[src/rtl/tlul_pkg.sv]
// tlul_pkg: TL-UL opcode enums, bus widths and the host->device /
// device->host channel structs shared by TL-UL agents.
package tlul_pkg;

    localparam int unsigned TL_AW  = 32;  // address width
    localparam int unsigned TL_DW  = 32;  // data width
    localparam int unsigned TL_DBW = 4;   // byte lanes
    localparam int unsigned TL_SZW = 2;   // a_size / d_size width
    localparam int unsigned TL_AIW = 8;   // source id width
    localparam int unsigned TL_DIW = 1;   // sink id width
    localparam int unsigned TL_DUW = 8;   // d_user width

    typedef enum logic [2:0] {
        PutFullData    = 3'h0,
        PutPartialData = 3'h1,
        Get            = 3'h4
    } tl_a_op_e;

    typedef enum logic [2:0] {
        AccessAck     = 3'h0,
        AccessAckData = 3'h1
    } tl_d_op_e;

    typedef struct packed {
        logic              a_valid;
        tl_a_op_e          a_opcode;
        logic [2:0]        a_param;
        logic [TL_SZW-1:0] a_size;
        logic [TL_AIW-1:0] a_source;
        logic [TL_AW-1:0]  a_address;
        logic [TL_DBW-1:0] a_mask;
        logic [TL_DW-1:0]  a_data;
        logic              d_ready;
    } tl_h2d_t;

    typedef struct packed {
        logic              d_valid;
        tl_d_op_e          d_opcode;
        logic [2:0]        d_param;
        logic [TL_SZW-1:0] d_size;
        logic [TL_AIW-1:0] d_source;
        logic [TL_DIW-1:0] d_sink;
        logic [TL_DW-1:0]  d_data;
        logic [TL_DUW-1:0] d_user;
        logic              d_error;
        logic              a_ready;
    } tl_d2h_t;

endpackage

[src/rtl/tlul_sram_rsp_fifo.sv]
// tlul_sram_rsp_fifo: in-order response entry store for the SRAM responder.
// Holds Depth entries {get, size, source, err, data}, the occupancy count and
// the one-cycle-late SRAM read-data capture.
// Ports:
//   clk_i, rst_i        clock, async active-high reset
//   i_push / i_push_*   new entry from an accepted A beat
//   i_rdata             SRAM read data (valid the cycle after a read strobe)
//   i_pop               D-channel ready; pops the head when o_valid
//   o_full              count == Depth
//   o_valid / o_*       head entry, eligible once its read data is present
module tlul_sram_rsp_fifo #(
    parameter int unsigned Depth = 2,
    parameter int unsigned SrcW  = 8
) (
    input  logic            clk_i,
    input  logic            rst_i,
    input  logic            i_push,
    input  logic            i_push_get,
    input  logic [1:0]      i_push_size,
    input  logic [SrcW-1:0] i_push_source,
    input  logic            i_push_err,
    input  logic [31:0]     i_rdata,
    input  logic            i_pop,
    output logic            o_full,
    output logic            o_valid,
    output logic            o_get,
    output logic [1:0]      o_size,
    output logic [SrcW-1:0] o_source,
    output logic            o_err,
    output logic [31:0]     o_data
);

    localparam int unsigned PtrW = (Depth > 1) ? $clog2(Depth) : 1;
    localparam int unsigned CntW = $clog2(Depth + 1);

    logic            r_get    [Depth];
    logic [1:0]      r_size   [Depth];
    logic [SrcW-1:0] r_source [Depth];
    logic            r_err    [Depth];
    logic [31:0]     r_data   [Depth];
    logic            r_rdy    [Depth];

    logic [PtrW-1:0] r_wr, r_rd, r_cap_idx;
    logic [CntW-1:0] r_cnt;
    logic            r_cap_pend;

    logic [PtrW-1:0] w_wr_nxt, w_rd_nxt;
    logic            w_head_cap, w_pop;

    assign w_wr_nxt = (r_wr == PtrW'(Depth - 1)) ? '0 : r_wr + 1'b1;
    assign w_rd_nxt = (r_rd == PtrW'(Depth - 1)) ? '0 : r_rd + 1'b1;

    // Head whose read data arrives this cycle is forwarded straight from the
    // SRAM so an empty FIFO answers a Get with one cycle of latency.
    assign w_head_cap = r_cap_pend && (r_cap_idx == r_rd);
    assign o_valid    = (r_cnt != '0) && (r_rdy[r_rd] || w_head_cap);
    assign o_data     = w_head_cap ? i_rdata : r_data[r_rd];
    assign o_get      = r_get[r_rd];
    assign o_size     = r_size[r_rd];
    assign o_source   = r_source[r_rd];
    assign o_err      = r_err[r_rd];
    assign o_full     = (r_cnt == CntW'(Depth));
    assign w_pop      = i_pop && o_valid;

    always_ff @(posedge clk_i or posedge rst_i) begin
        if (rst_i) begin
            r_wr       <= '0;
            r_rd       <= '0;
            r_cnt      <= '0;
            r_cap_pend <= 1'b0;
            r_cap_idx  <= '0;
            for (int unsigned i = 0; i < Depth; i++) begin
                r_get[i]    <= 1'b0;
                r_size[i]   <= '0;
                r_source[i] <= '0;
                r_err[i]    <= 1'b0;
                r_data[i]   <= '0;
                r_rdy[i]    <= 1'b0;
            end
        end else begin
            // Capture is written before the push so that a push reusing a
            // just-freed slot wins over a late capture into that slot.
            if (r_cap_pend) begin
                r_data[r_cap_idx] <= i_rdata;
                r_rdy[r_cap_idx]  <= 1'b1;
            end
            if (i_push) begin
                r_get[r_wr]    <= i_push_get;
                r_size[r_wr]   <= i_push_size;
                r_source[r_wr] <= i_push_source;
                r_err[r_wr]    <= i_push_err;
                r_data[r_wr]   <= '0;
                r_rdy[r_wr]    <= !(i_push_get && !i_push_err);
                r_wr           <= w_wr_nxt;
            end
            if (w_pop) begin
                r_rd <= w_rd_nxt;
            end
            r_cap_pend <= i_push && i_push_get && !i_push_err;
            r_cap_idx  <= r_wr;
            case ({i_push, w_pop})
                2'b10:   r_cnt <= r_cnt + 1'b1;
                2'b01:   r_cnt <= r_cnt - 1'b1;
                default: r_cnt <= r_cnt;
            endcase
        end
    end

endmodule

[src/rtl/tlul_sram_responder.sv]
// tlul_sram_responder: TL-UL device adapter onto a single-port SRAM with
// one-cycle read latency. Checks each A beat, strobes the SRAM for legal
// beats and answers every beat in order through tlul_sram_rsp_fifo.
// Ports:
//   clk_i, rst_i   clock, async active-high reset
//   tl_i / tl_o    TL-UL host->device / device->host channels
//   req_o, we_o    SRAM strobe and write enable
//   addr_o         SRAM word address (a_address[SramAw+1:2])
//   wdata_o        SRAM write data
//   wmask_o        SRAM bit mask (byte mask replicated per bit)
//   rdata_i        SRAM read data, one cycle after a read strobe
module tlul_sram_responder
    import tlul_pkg::*;
#(
    parameter int unsigned SramAw      = 12,
    parameter int unsigned Outstanding = 2
) (
    input  logic              clk_i,
    input  logic              rst_i,
    input  tl_h2d_t           tl_i,
    output tl_d2h_t           tl_o,
    output logic              req_o,
    output logic              we_o,
    output logic [SramAw-1:0] addr_o,
    output logic [31:0]       wdata_o,
    output logic [31:0]       wmask_o,
    input  logic [31:0]       rdata_i
);

    typedef struct packed {
        logic opcode;
        logic size;
        logic align;
        logic mask;
    } chk_t;

    chk_t              w_chk;
    logic [3:0]        w_exp_mask;
    logic              w_err, w_is_get, w_a_ready, w_accept, w_full;
    logic              w_rsp_valid, w_rsp_get, w_rsp_err;
    logic [1:0]        w_rsp_size;
    logic [TL_AIW-1:0] w_rsp_source;
    logic [31:0]       w_rsp_data;
    logic              w_unused;

    // Upper address bits are decoded by the crossbar.
    assign w_unused = ^{tl_i.a_param, tl_i.a_address[TL_AW-1:SramAw+2]};

    always_comb begin
        w_chk        = '0;
        w_exp_mask   = '0;
        w_chk.opcode = !(tl_i.a_opcode inside {Get, PutFullData, PutPartialData});
        w_chk.size   = (tl_i.a_size > 2'd2);
        case (tl_i.a_size)
            2'd0: w_exp_mask = 4'b0001 << tl_i.a_address[1:0];
            2'd1: begin
                w_chk.align = tl_i.a_address[0];
                w_exp_mask  = tl_i.a_address[1] ? 4'b1100 : 4'b0011;
            end
            default: begin
                w_chk.align = |tl_i.a_address[1:0];
                w_exp_mask  = 4'b1111;
            end
        endcase
        w_chk.mask = (tl_i.a_opcode == PutFullData) && (tl_i.a_mask != w_exp_mask);
    end

    assign w_err     = |w_chk;
    assign w_is_get  = (tl_i.a_opcode == Get);
    assign w_a_ready = !rst_i && !w_full;
    assign w_accept  = tl_i.a_valid && w_a_ready;

    assign req_o   = w_accept && !w_err;
    assign we_o    = req_o && !w_is_get;
    assign addr_o  = tl_i.a_address[SramAw+1:2];
    assign wdata_o = tl_i.a_data;

    always_comb begin
        wmask_o = '0;
        for (int unsigned i = 0; i < 4; i++) begin
            wmask_o[8*i +: 8] = {8{tl_i.a_mask[i]}};
        end
    end

    tlul_sram_rsp_fifo #(
        .Depth (Outstanding),
        .SrcW  (TL_AIW)
    ) u_rsp_fifo (
        .clk_i         (clk_i),
        .rst_i         (rst_i),
        .i_push        (w_accept),
        .i_push_get    (w_is_get),
        .i_push_size   (tl_i.a_size),
        .i_push_source (tl_i.a_source),
        .i_push_err    (w_err),
        .i_rdata       (rdata_i),
        .i_pop         (tl_i.d_ready),
        .o_full        (w_full),
        .o_valid       (w_rsp_valid),
        .o_get         (w_rsp_get),
        .o_size        (w_rsp_size),
        .o_source      (w_rsp_source),
        .o_err         (w_rsp_err),
        .o_data        (w_rsp_data)
    );

    always_comb begin
        tl_o          = '0;
        tl_o.d_valid  = w_rsp_valid && !rst_i;
        tl_o.d_opcode = w_rsp_get ? AccessAckData : AccessAck;
        tl_o.d_size   = w_rsp_size;
        tl_o.d_source = w_rsp_source;
        tl_o.d_data   = w_rsp_data;
        tl_o.d_error  = w_rsp_err;
        tl_o.a_ready  = w_a_ready;
    end

endmodule

[config.mk]
export PLATFORM = sky130hd
export DESIGN_NAME = tlul_sram_responder
export DESIGN_NICKNAME = d
export VERILOG_FILES = /design/src/rtl/tlul_pkg.sv /design/src/rtl/tlul_sram_rsp_fifo.sv /design/src/rtl/tlul_sram_responder.sv
export SDC_FILE = /design/constraint.sdc
export NUM_CORES = 1
export LEC_CHECK = 0
export BUFFER_PORTS_ARGS = -buffer_cell sky130_fd_sc_hd__buf_2
export CORE_ASPECT_RATIO = 1.75
export CORE_MARGIN = 2
export CORE_UTILIZATION = 47
export CTS_CLUSTER_SIZE = 10
export DETAILED_ROUTE_END_ITERATION = 8
export HOLD_SLACK_MARGIN = 0.1
export PLACE_DENSITY = 0.91
export RECOVER_POWER = 25
export SLEW_MARGIN = 10
export SYNTH_ARGS = -nofsm -noshare
export SYNTH_HDL_FRONTEND = slang
export SYNTH_SLANG_ARGS = --single-unit
[constraint.sdc]
create_clock -name clk_i -period 5.1 [get_ports clk_i]
set_clock_uncertainty 0.05 [all_clocks]
set_input_delay 0.51 -clock clk_i [delete_from_list [all_inputs] [get_ports clk_i]]
set_output_delay 0.51 -clock clk_i [all_outputs]
set_load 0.02 [all_outputs]
==> impl_results.md <==
* Mean Syn Cell Area at 8.87 um2
* Min Clock Period, post-route at 2660 ps
* Layout cell share with drive strength beyond 1 at 29.9%
* Nets@finish at 769
* Max-cap violations at 0
* First-pass iteration count of the detailed router at 5
* DIE AREA at 12,500 um2
* #FFs+latches synth at 96
* Clock tree sinks at 96
* Worst-path fanout max at 50
* Vias in the first global route at 4,217
* First-pass GRT wire length at 19.7 mm
* Vias at 4,212
* Critical path class: input pin to register
* M1 WL at 4.32 mm
* Largest net degree at the start of global routing at 66
* Postcts setup bufs at 0
* Power Total at 1.63 mW
* Commonest non-fill, non-tap cells in the layout: nand2_1, buf_2, a21oi_1
* Multi-input logic area at 2230 um2
* TritonCTS clock tree: done
* Reg2Reg Depth at 7
* Critical Path End Type: register
* Worst vdd ir at 199 uV
* CTS Buf Count at 9
* Max_slew headroom at 30.1%
* WP data arrival at 2830 ps
* Status: finished clean
* Drc violations at 0
* Drt initial violations at 243
* Die height at 146 um
* Antenna diodes at 0
* DR top layer: met4
* WP data required at 5270 ps
* Clock Path Buffers at 2
* Routed wire length per instance at 15.3 um
* Post-Syn Area at 5440 um2
* Least-Margin Pin Slew at 1050 ps
* Synth Instances at 613
* TNS Setup at 0 ps
* Ratio of final minimum period to clock period at 52.2%
* GRT Util Overall at 19.6%
* Area growth, synth to finish at 8.35%
* Fin. Hold Viols at 0
* Max Slew Vio Count at 0
* Io pins at 258
* Total area of sequential cells at 2400 um2
* Initial antenna violation count at 0
* Vias per inst at 5.35
* # rows at 52
* FILL cells at 1,057
* Hold-fix buffers, CTS at 0
* Gr ovfl total at 0
* LEAKAGE at 2.79 nW
* Root buf cell: clkbuf_16
* PD cells at 277 nW/um2
* Clk_lat worst skew at 330 ps
* Post-synth cell types at 36
* Post-DRT Antenna Nets at 0
* WL final at 12.1 mm
* Met3 wire length at 612 um
* Initial Utilization at 47.5%
* Met2 wire length at 6.67 mm
* I/O Buffers at 134
* H-tree levels at 3
* RD Place Congestion at 0.788
* Die width at 85.3 um
* Worst min-delay path class: input pin to async pin
* FMAX at 0.376 GHz
* RSZ-0062 raised after global routing: false
* Placed wire-length estimate at 7.97 mm
* Core area at 11,500 um2
* CTS resizes at 0
* Worst-path clk slew at 60 ps
* Final setup viols at 0
* Synth warn at 0
* Seq/Total Area, Yosys at 44.2%
* Startpoint types: input pin
==> report_power, final <==
part	switching [mW]	internal, mW	total [mW]
Combinational	0.0708	0.0288	0.0996
Clock	0.277	0.493	0.769
Sequential	0	0.761	0.761
==> final cells by class <==
cell class	instances	share of cell area, %
multi-input combinational	394	37.8
tap	135	2.87
clock buffer	11	4.12
clock inverter	5	1.76
timing repair buffer	141	12.2
inverter	6	0.425
sequential	96	40.8
==> worst paths after layout <==
kind,startpoint,end,slack (ps)
max reg2reg,u_rsp_fifo.r_rd,u_rsp_fifo.r_cnt[1],2750
max,rst_i,u_rsp_fifo.r_source[12],2440
min,rst_i,u_rsp_fifo.r_cnt[1],220
min in group clk_i,tl_i[69],u_rsp_fifo.r_source[8],370
min reg2reg,u_rsp_fifo.r_wr,u_rsp_fifo.r_cap_idx,450
max in group asynchronous,rst_i,u_rsp_fifo.r_data[44],3710
==> logic make-up after synthesis <==
logic type	Yosys count	synth area share, %
simple gates	197	15.0
buf+inv	136	16.1
compound gates	110	10.6
flops	96	44.2
mux	66	12.9
xor+xnor	6	0.966
fa+ha+maj	1	0.230
other cells	1	0.0689
==> cells in the mapped netlist <==
library cell	number	area, um2
nand2b_1	1	6.26
or4b_1	1	10.0
and3_1	1	6.26
nor2b_4	1	13.8
buf_1	9	33.8
a21oi_1	100	500
o21ai_1	2	10.0
o211ai_2	1	12.5
o21ai_0	1	5.00
mux2_2	31	349
nor2_1	42	158
dfrtp_1	96	2400
conb_1	1	3.75
or4_1	1	7.51
and2_1	3	18.8
a41oi_1	2	17.5
buf_2	14	70.1
nand3b_1	2	15.0
nand3_1	2	10.0
inv_1	6	22.5
nand2_1	134	503
a22oi_1	1	7.51
a211oi_1	1	7.51
o22ai_1	1	6.26
nor3_1	4	20.0
xnor2_1	5	43.8
nor4b_2	1	15.0
buf_4	93	698
ha_1	1	12.5
clkbuf_1	14	52.6
and4b_1	1	10.0
xor2_1	1	8.76
mux2i_1	35	350
or3b_1	2	17.5
a221oi_1	1	8.76
nor2b_1	1	6.26
==> state kept, by name (all words and copies together) (netlist names) <==
register,cells
u_rsp_fifo.r_source,16
u_rsp_fifo.r_cap_idx,1
u_rsp_fifo.r_wr,1
u_rsp_fifo.r_rdy,2
u_rsp_fifo.r_rd,1
u_rsp_fifo.r_err,2
u_rsp_fifo.r_size,4
u_rsp_fifo.r_cnt,2
u_rsp_fifo.r_get,2
u_rsp_fifo.r_data,64
u_rsp_fifo.r_cap_pend,1
==> stage by stage <==
stage | setup WS (ps) | std cells | utilization, % | area (um2) | hold slack [ps]
after floorplan | 891 | 626 | - | 5490 | 355
after global placement | 2020 | 772 | 48.4 | 5540 | 433
after detailed placement | 2010 | 772 | 48.4 | 5540 | 432
after CTS | 2140 | 788 | 51.4 | 5890 | 236
after global routing | 2170 | 788 | 51.5 | 5890 | 278
final | 2440 | 788 | 51.5 | 5890 | 218
==> critical path, stage by stage <==
cell      delay [ps]
clkbuf_1         110
inv_4            440
o211ai_2         330
nor2_4           640
buf_4            410
mux2_2           370
==> metal layers <==
layer / track usage, % / up-vias
li1: - / 1985
met1: 20.8 / 2041
met2: 35.8 / 143
met3: 2.88 / 43
met4: 11.6 / 0
met5: 0 / -
Power figures use the tool's default switching activity.
